File: src/rtl/apb_pkg.sv
// Shared types and constants for the APB3 memory slave front-end.
package apb_pkg;

    typedef enum logic [1:0] {IDLE, MEM, CAPT, RESP} apb_slv_state_t;

    localparam logic APB_RD = 1'b0;
    localparam logic APB_WR = 1'b1;

    // Wait states seen by the master before o_pready.
    localparam int APB_WR_WAIT  = 1;
    localparam int APB_RD_WAIT  = 2;
    localparam int APB_ERR_WAIT = 0;

endpackage

File: src/rtl/apb_mem_slave.sv
// APB3 slave that turns each transfer into one single-cycle Memory_model command.
// Optional out-of-range error response enabled by defining APB_SLVERR_EN.
`ifndef DATA_WIDTH
`define DATA_WIDTH 32
`endif
`ifndef ADDR_WIDTH
`define ADDR_WIDTH 16
`endif

module apb_mem_slave
    import apb_pkg::*;
#(
    parameter int DATA_WIDTH = `DATA_WIDTH,
    parameter int ADDR_WIDTH = `ADDR_WIDTH,
    parameter int MEM_DEPTH  = 2**ADDR_WIDTH
) (
    input  logic                  i_clk,
    input  logic                  i_rst_n,
    input  logic                  i_psel,
    input  logic                  i_penable,
    input  logic                  i_pwrite,
    input  logic [ADDR_WIDTH-1:0] i_paddr,
    input  logic [DATA_WIDTH-1:0] i_pwdata,
    output logic [DATA_WIDTH-1:0] o_prdata,
    output logic                  o_pready,
    output logic                  o_pslverr,
    output logic                  o_mem_en,
    output logic                  o_mem_wr,
    output logic [ADDR_WIDTH-1:0] o_mem_addr,
    output logic [DATA_WIDTH-1:0] o_mem_data_w,
    input  logic [DATA_WIDTH-1:0] i_mem_data_r
);

    if (MEM_DEPTH < 1) begin : g_bad_depth
        $error("apb_mem_slave: MEM_DEPTH must be positive");
    end

    apb_slv_state_t state;
    logic           setup;

    assign setup = i_psel & ~i_penable;

`ifdef APB_SLVERR_EN
    logic addr_bad;
    assign addr_bad = ({1'b0, i_paddr} >= (ADDR_WIDTH+1)'(MEM_DEPTH));
`else
    assign o_pslverr = 1'b0;
`endif

    always_ff @(posedge i_clk or negedge i_rst_n) begin
        if (!i_rst_n) begin
            state        <= IDLE;
            o_prdata     <= '0;
            o_pready     <= 1'b0;
            o_mem_en     <= 1'b0;
            o_mem_wr     <= 1'b0;
            o_mem_addr   <= '0;
            o_mem_data_w <= '0;
`ifdef APB_SLVERR_EN
            o_pslverr    <= 1'b0;
`endif
        end else begin
            o_mem_en <= 1'b0;
            o_pready <= 1'b0;
`ifdef APB_SLVERR_EN
            o_pslverr <= 1'b0;
`endif
            case (state)
                IDLE: begin
                    // An access phase without a setup phase is not a transfer.
                    if (setup) begin
                        o_mem_addr   <= i_paddr;
                        o_mem_data_w <= i_pwdata;
                        o_mem_wr     <= i_pwrite;
`ifdef APB_SLVERR_EN
                        if (addr_bad) begin
                            o_pready  <= 1'b1;
                            o_pslverr <= 1'b1;
                            o_prdata  <= '0;
                            state     <= RESP;
                        end else
`endif
                        begin
                            o_mem_en <= 1'b1;
                            state    <= MEM;
                        end
                    end
                end
                MEM: begin
                    // The model samples the command at this edge, so an abandoned write still lands.
                    if (!i_psel) begin
                        state <= IDLE;
                    end else if (o_mem_wr == APB_WR) begin
                        o_pready <= 1'b1;
                        state    <= RESP;
                    end else begin
                        state <= CAPT;
                    end
                end
                CAPT: begin
                    if (!i_psel) begin
                        state <= IDLE;
                    end else begin
                        o_prdata <= i_mem_data_r;
                        o_pready <= 1'b1;
                        state    <= RESP;
                    end
                end
                RESP:    state <= IDLE;
                default: state <= IDLE;
            endcase
        end
    end

endmodule

File: config.mk
export PLATFORM = sky130hd
export DESIGN_NAME = apb_mem_slave
export DESIGN_NICKNAME = d
export VERILOG_FILES = /design/src/rtl/apb_pkg.sv /design/src/rtl/apb_mem_slave.sv
export SDC_FILE = /design/constraint.sdc
export NUM_CORES = 1
export LEC_CHECK = 0
export ABC_AREA = 1
export BUFFER_PORTS_ARGS = -buffer_cell sky130_fd_sc_hd__buf_2
export CAP_MARGIN = 20
export CORE_MARGIN = 2
export CORE_UTILIZATION = 40
export DETAILED_ROUTE_END_ITERATION = 7
export GPL_TIMING_DRIVEN = 0
export PLACE_DENSITY = 0.85
export SLEW_MARGIN = 20
export SYNTH_ARGS = -nofsm -noshare
export SYNTH_HDL_FRONTEND = slang
export SYNTH_SLANG_ARGS = --single-unit
File: constraint.sdc
create_clock -name i_clk -period 1.2 [get_ports i_clk]
set_input_delay 0.12 -clock i_clk [delete_from_list [all_inputs] [get_ports i_clk]]
set_output_delay 0.12 -clock i_clk [all_outputs]
set_load 0.02 [all_outputs]
Word-level counts from Yosys, hierarchy flattened
Cells that the tools add are included.

cells by class
  muxes and demuxes = 11
  bitwise logic cells = 2
  equality and inequality tests = 4
  reductions and logical operators = 3

operators with widths
  operator                                                                number
  2-bit one-hot mux with 4 select lines                                   1
  1-bit 2-to-1 mux                                                        6
  2-bit 2-to-1 mux                                                        3
  2-bit equality test (second input constant)                             2
  2-bit AND reduction                                                     2
  2-bit by 1-bit equality test with 1-bit output (second input constant)  1
  2-bit zero test                                                         1
  2-bit != test (second input constant)                                   1
  1-bit one-hot mux with 2 select lines                                   1
  1-bit AND                                                               1
  1-bit inverter                                                          1

word-level totals
  input port bits = 85
  output and inout port bits = 84
  bits in registers = 85
  logic and storage cells = 27

Depth between registers and ports, before layout
  word-level depth = 4
  gate-level depth with buffers = 7
  gate-level depth less buffers = 6

Worst setup path before layout
No wires, ideal clock.

  path type = register -> register
  start = register state[0]
  end = register o_mem_addr[10]
  arrival = 1185 ps
  setup slack = -101 ps
  data required time = 1084 ps
  cell stages (with the launch flop) = 8
  buffers on the path = 2
  setup time = 116 ps
  path through = dfrtp_1 inv_1 ha_1 nand3_2 buf_4 buf_6 nand2_1 nand2_1

between the ends
  longest elaborated chain between the ends = 2

ends and longest elaborated chain
  element                               line                 source
  start: declaration                    apb_mem_slave.sv:38  apb_slv_state_t state;
  start signal: assignment              apb_mem_slave.sv:52  state <= IDLE;
  start signal: assignment              apb_mem_slave.sv:85  state <= MEM;
  start signal: assignment              apb_mem_slave.sv:92  state <= IDLE;
  2-bit zero test                       apb_mem_slave.sv:68  case (state)
  2-bit AND reduction (no source line)  --
  end signal: assignment                apb_mem_slave.sv:72  o_mem_addr <= i_paddr;
  end: declaration                      apb_mem_slave.sv:29  output logic [ADDR_WIDTH-1:0] o_mem_addr,

No other way between the ends.
A chain may end at the register's enable or synchronous reset.

Worst setup path in the final report
  start = register state[0]
  end = register o_prdata[21]

between the ends
  longest elaborated chain between the ends = 2

ends and longest elaborated chain
  element                               line                  source
  2-bit equality test                   apb_mem_slave.sv:68
  2-bit AND reduction (no source line)  --
  end signal: assignment                apb_mem_slave.sv:104  o_prdata <= i_mem_data_r;
  end: declaration                      apb_mem_slave.sv:24   output logic [DATA_WIDTH-1:0] o_prdata,

No other way between the ends.

==> impl_metrics.csv <==
group,metric,value,unit
outcome,outcome,"complete, but fails checks",
outcome,violated_checks,"setup timing",
finish,area_growth,63.5,%
sta,finalCritPeriodShare,109,%
yosys,syn-cell-area,3320,um^2
min_path,min_delay_path_depth,3,
place,routabilityCongestion,0.783,
floorplanning,die_height,95.1,um
place,detailedPlacementHpwl,6050,um
clock_network,clkSlewWorstSetupHoldPaths,0.08,ns
sta,hold_slack,0.0123,ns
yosys,post_synth_inst_count,371,
route,post-route-drc-count,0,
grt,grt_remaining_overflow,0,
finish,final_net_count,708,
yosys,combinational_family_with_the_most_area_after_synthesis,"simple AND/OR/NAND/NOR gates",
route,wire_per_inst,13.2,um
worst_setup_path,timing.critical_path.fanout_max,9,
sta,finClkSkew,0.0111,ns
finish,most_common_cell_after_layout_fill_and_taps_aside,"sky130_fd_sc_hd__nand2_1",
clock_network,tritoncts,"built",
route,routed_wl,9590,um
worst_setup_path,crit_arrival,1.53,ns
pwr,peak_supply_drop,0.00119,V
sta,drv_slew,0,
yosys,syn_nets,459,
yosys,synth.top_cells.by_area,"sky130_fd_sc_hd__dfrtp_1 (64%), sky130_fd_sc_hd__nand2_1 (24%), sky130_fd_sc_hd__nand3_1 (5.4%)",
floorplanning,floorplan.io_pins,169,
yosys,synth_simple_gate_area_share,29.9,%
sta,postLayoutSetupSlackWorst,-0.111,ns
finish,n_antenna_cell,0,
grt,grt_start_max_net_pins,46,
worst_setup_path,crit-reg2reg-capture,"o_prdata[21]",
finish,post_layout_nonfiller_instances,728,
sta,max_slew_margin,64.8,%
sta,worst_slew_pin_slew,0.527,ns
yosys,synth-xor-area-share,0,%
min_path,hold_path.startpoint,"i_mem_data_r[12]",
worst_setup_path,cp-start-kind,"flip-flop",
run,cap_viol_max_count,0,
sta,finalSetupViolCount,84,
min_path,worstHoldEndpoint,"o_prdata[12]",
worst_setup_path,ff2ff_path_depth,7,
pwr,cellLeakagePower,3.06,nW
yosys,synth_fa_ha_area_share,1.13,%
sta,final.min_clock_period,1.31,ns
route,drt_first_pass_iters,6,
grt,antenna_found_initial,0,
sta,timing_hold_violations_final,0,
sta,clock.fmax,763,MHz
yosys,synth-seq-area-share,64.1,%
floorplanning,placeable_core_region,8130,um^2
yosys,yosysTopAreaCellShare,64.1,%
route,route.antenna.remaining_nets,0,
grt,grt_pass1_wl,14700,um
pwr,power.density,2520,nW/um^2
floorplanning,chipWidth,95.1,um
floorplanning,die-area,9040,um^2
yosys,synth_compound_area_share,0.528,%
grt,grt.total_usage,20.8,%
min_path,min-delay-path-class,"primary input to flip-flop",
yosys,yosysWarnings,0,
clock_network,cts_num_sinks,85,
worst_setup_path,regToRegSetupSlack,-0.11,ns
floorplanning,rows,33,
worst_setup_path,worst_ep_required_time,1.42,ns
sta,timing.setup.tns,-4.37,ns
yosys,netlist-cell-type-count,14,
place,placed_cell_count,643,
clock_network,htree_levels,3,
clock_network,cts_inserted_buffers,9,
sta,grt_setup_unrepaired,"true",
route,routed_via_density,4.65,
yosys,synth_mux_area_share,0,%
clock_network,worst_skew_pair.late_latency,0.34,ns
clock_network,ctsRootBufferMaster,"sky130_fd_sc_hd__clkbuf_8",
yosys,post_synth.cell_area_avg,8.94,um^2
worst_setup_path,setup.worst_path.class,"flip-flop to flip-flop",
yosys,ys_seq_elements,85,
route,drt_iter0_drc,118,
worst_setup_path,cp-end-kind,"flip-flop",
finish,drive_above_1_share,38.8,%
grt,first_global_vias,3314,
finish,most-common-layout-cells,"sky130_fd_sc_hd__nand2_1 (196), sky130_fd_sc_hd__buf_2 (167), sky130_fd_sc_hd__dfrtp_1 (85), sky130_fd_sc_hd__dlygate4sd3_1 (57), sky130_fd_sc_hd__nand3_1 (32)",
worst_setup_path,reg_to_reg_startpoint,"state[0]",
clock_network,buffer_depth_of_the_longest_clock_path,2,
floorplanning,floorplan.initialDensity,40.8,%
place,io_buffers,166,
route,route.vias.total,3385,
yosys,synth_top_cell_by_area,"sky130_fd_sc_hd__dfrtp_1",
## synth_stat cells
cell type / instances
sky130_fd_sc_hd__conb_1: 1
sky130_fd_sc_hd__ha_1: 3
sky130_fd_sc_hd__inv_1: 5
sky130_fd_sc_hd__o21ai_0: 2
sky130_fd_sc_hd__a21boi_0: 1
sky130_fd_sc_hd__buf_4: 3
sky130_fd_sc_hd__buf_6: 1
sky130_fd_sc_hd__clkbuf_1: 6
sky130_fd_sc_hd__inv_2: 1
sky130_fd_sc_hd__nand2_1: 214
sky130_fd_sc_hd__dfrtp_1: 85
sky130_fd_sc_hd__nand3_1: 36
sky130_fd_sc_hd__nand3_2: 1
sky130_fd_sc_hd__buf_2: 12
## power by group
part           internal, mW  leakage, nW  total, mW  switching, mW
combinational          2.47         1.90       6.47           4.00
sequential             4.30         1.06       5.11          0.816
clock                  1.15       0.0945       2.09          0.938
total                  7.92         3.06       13.7           5.75
## repair_timing
action | in CTS | in global routing
pin swaps | 13 | 5
cloned | 5 | 0
hold buffers | 57 | 0
resized for setup | 46 | 18
buffers inserted | 7 | 2
endpoints found under the setup margin | 82 | 85
hold endpoints to repair | 96 | 0
## stage by stage
stage	instance area [um^2]	utilization, %	total power, mW	worst slack [ns]
3_3_place_gp	4320	53.1	10.6	-0.641
2_1_floorplan	3360	-	8.62	0.00732
3_5_place_dp	4340	53.4	10.8	-0.162
6_report	5430	66.7	13.7	-0.111
4_1_cts	5350	65.8	13.5	-0.0917
5_1_grt	5430	66.7	14.6	-0.172
## flip-flops by register name, summed over array words and instances, names as in the netlist
name / count
o_mem_wr: 1
state: 2
o_prdata: 32
o_pready: 1
o_mem_addr: 16
o_mem_en: 1
o_mem_data_w: 32
## critical path, cell delays in order (launching register included)
cell,delay [ns]
sky130_fd_sc_hd__dfrtp_1,0.40
sky130_fd_sc_hd__inv_2,0.10
sky130_fd_sc_hd__ha_2,0.19
sky130_fd_sc_hd__buf_8,0.14
sky130_fd_sc_hd__nand2_8,0.09
sky130_fd_sc_hd__buf_6,0.15
sky130_fd_sc_hd__nand2_1,0.06
sky130_fd_sc_hd__nand2_1,0.06
## worst max-delay path by stage
stage / from / to / slack, ns / depth (start not counted)
after floorplan: state[0] / o_prdata[0] / 0.007 / 7
after global placement: i_rst_n / o_mem_data_w[9] / -0.64 / 1
after detailed placement: state[1] / o_mem_data_w[2] / -0.16 / 7
after CTS: state[0] / o_mem_addr[11] / -0.09 / 7
after global routing: state[1] / o_prdata[21] / -0.17 / 7
final: state[0] / o_prdata[21] / -0.11 / 7
## layer usage
layer	part of all wire, %	track usage [%]	wire length, um
met3	6.1	4.43	585
met1	41	24.7	3900
met2	51	36.6	4900
met5	0	0	0
met4	2.1	8.09	204
## cells by family after synthesis
| kind of cell | Yosys count |
|---|---|
| adders and majority gates | 3 |
| buffers and inverters | 28 |
| and+or+nand+nor | 251 |
| other | 1 |
| DFF | 85 |
| AOI/OAI and AO/OA | 3 |
## area by class of cell
class                           count  area, um^2
Fill cell                         604        2710
Sequential cell                    85        2130
Timing Repair Buffer              238        1560
Multi-Input combinational cell    258        1160
Buffer                             22         213
Tap cell                          105         131
Clock buffer                       10         128
Clock inverter                      4        75.1
Inverter                            6        25.0
(Power assumes the default switching activity.)
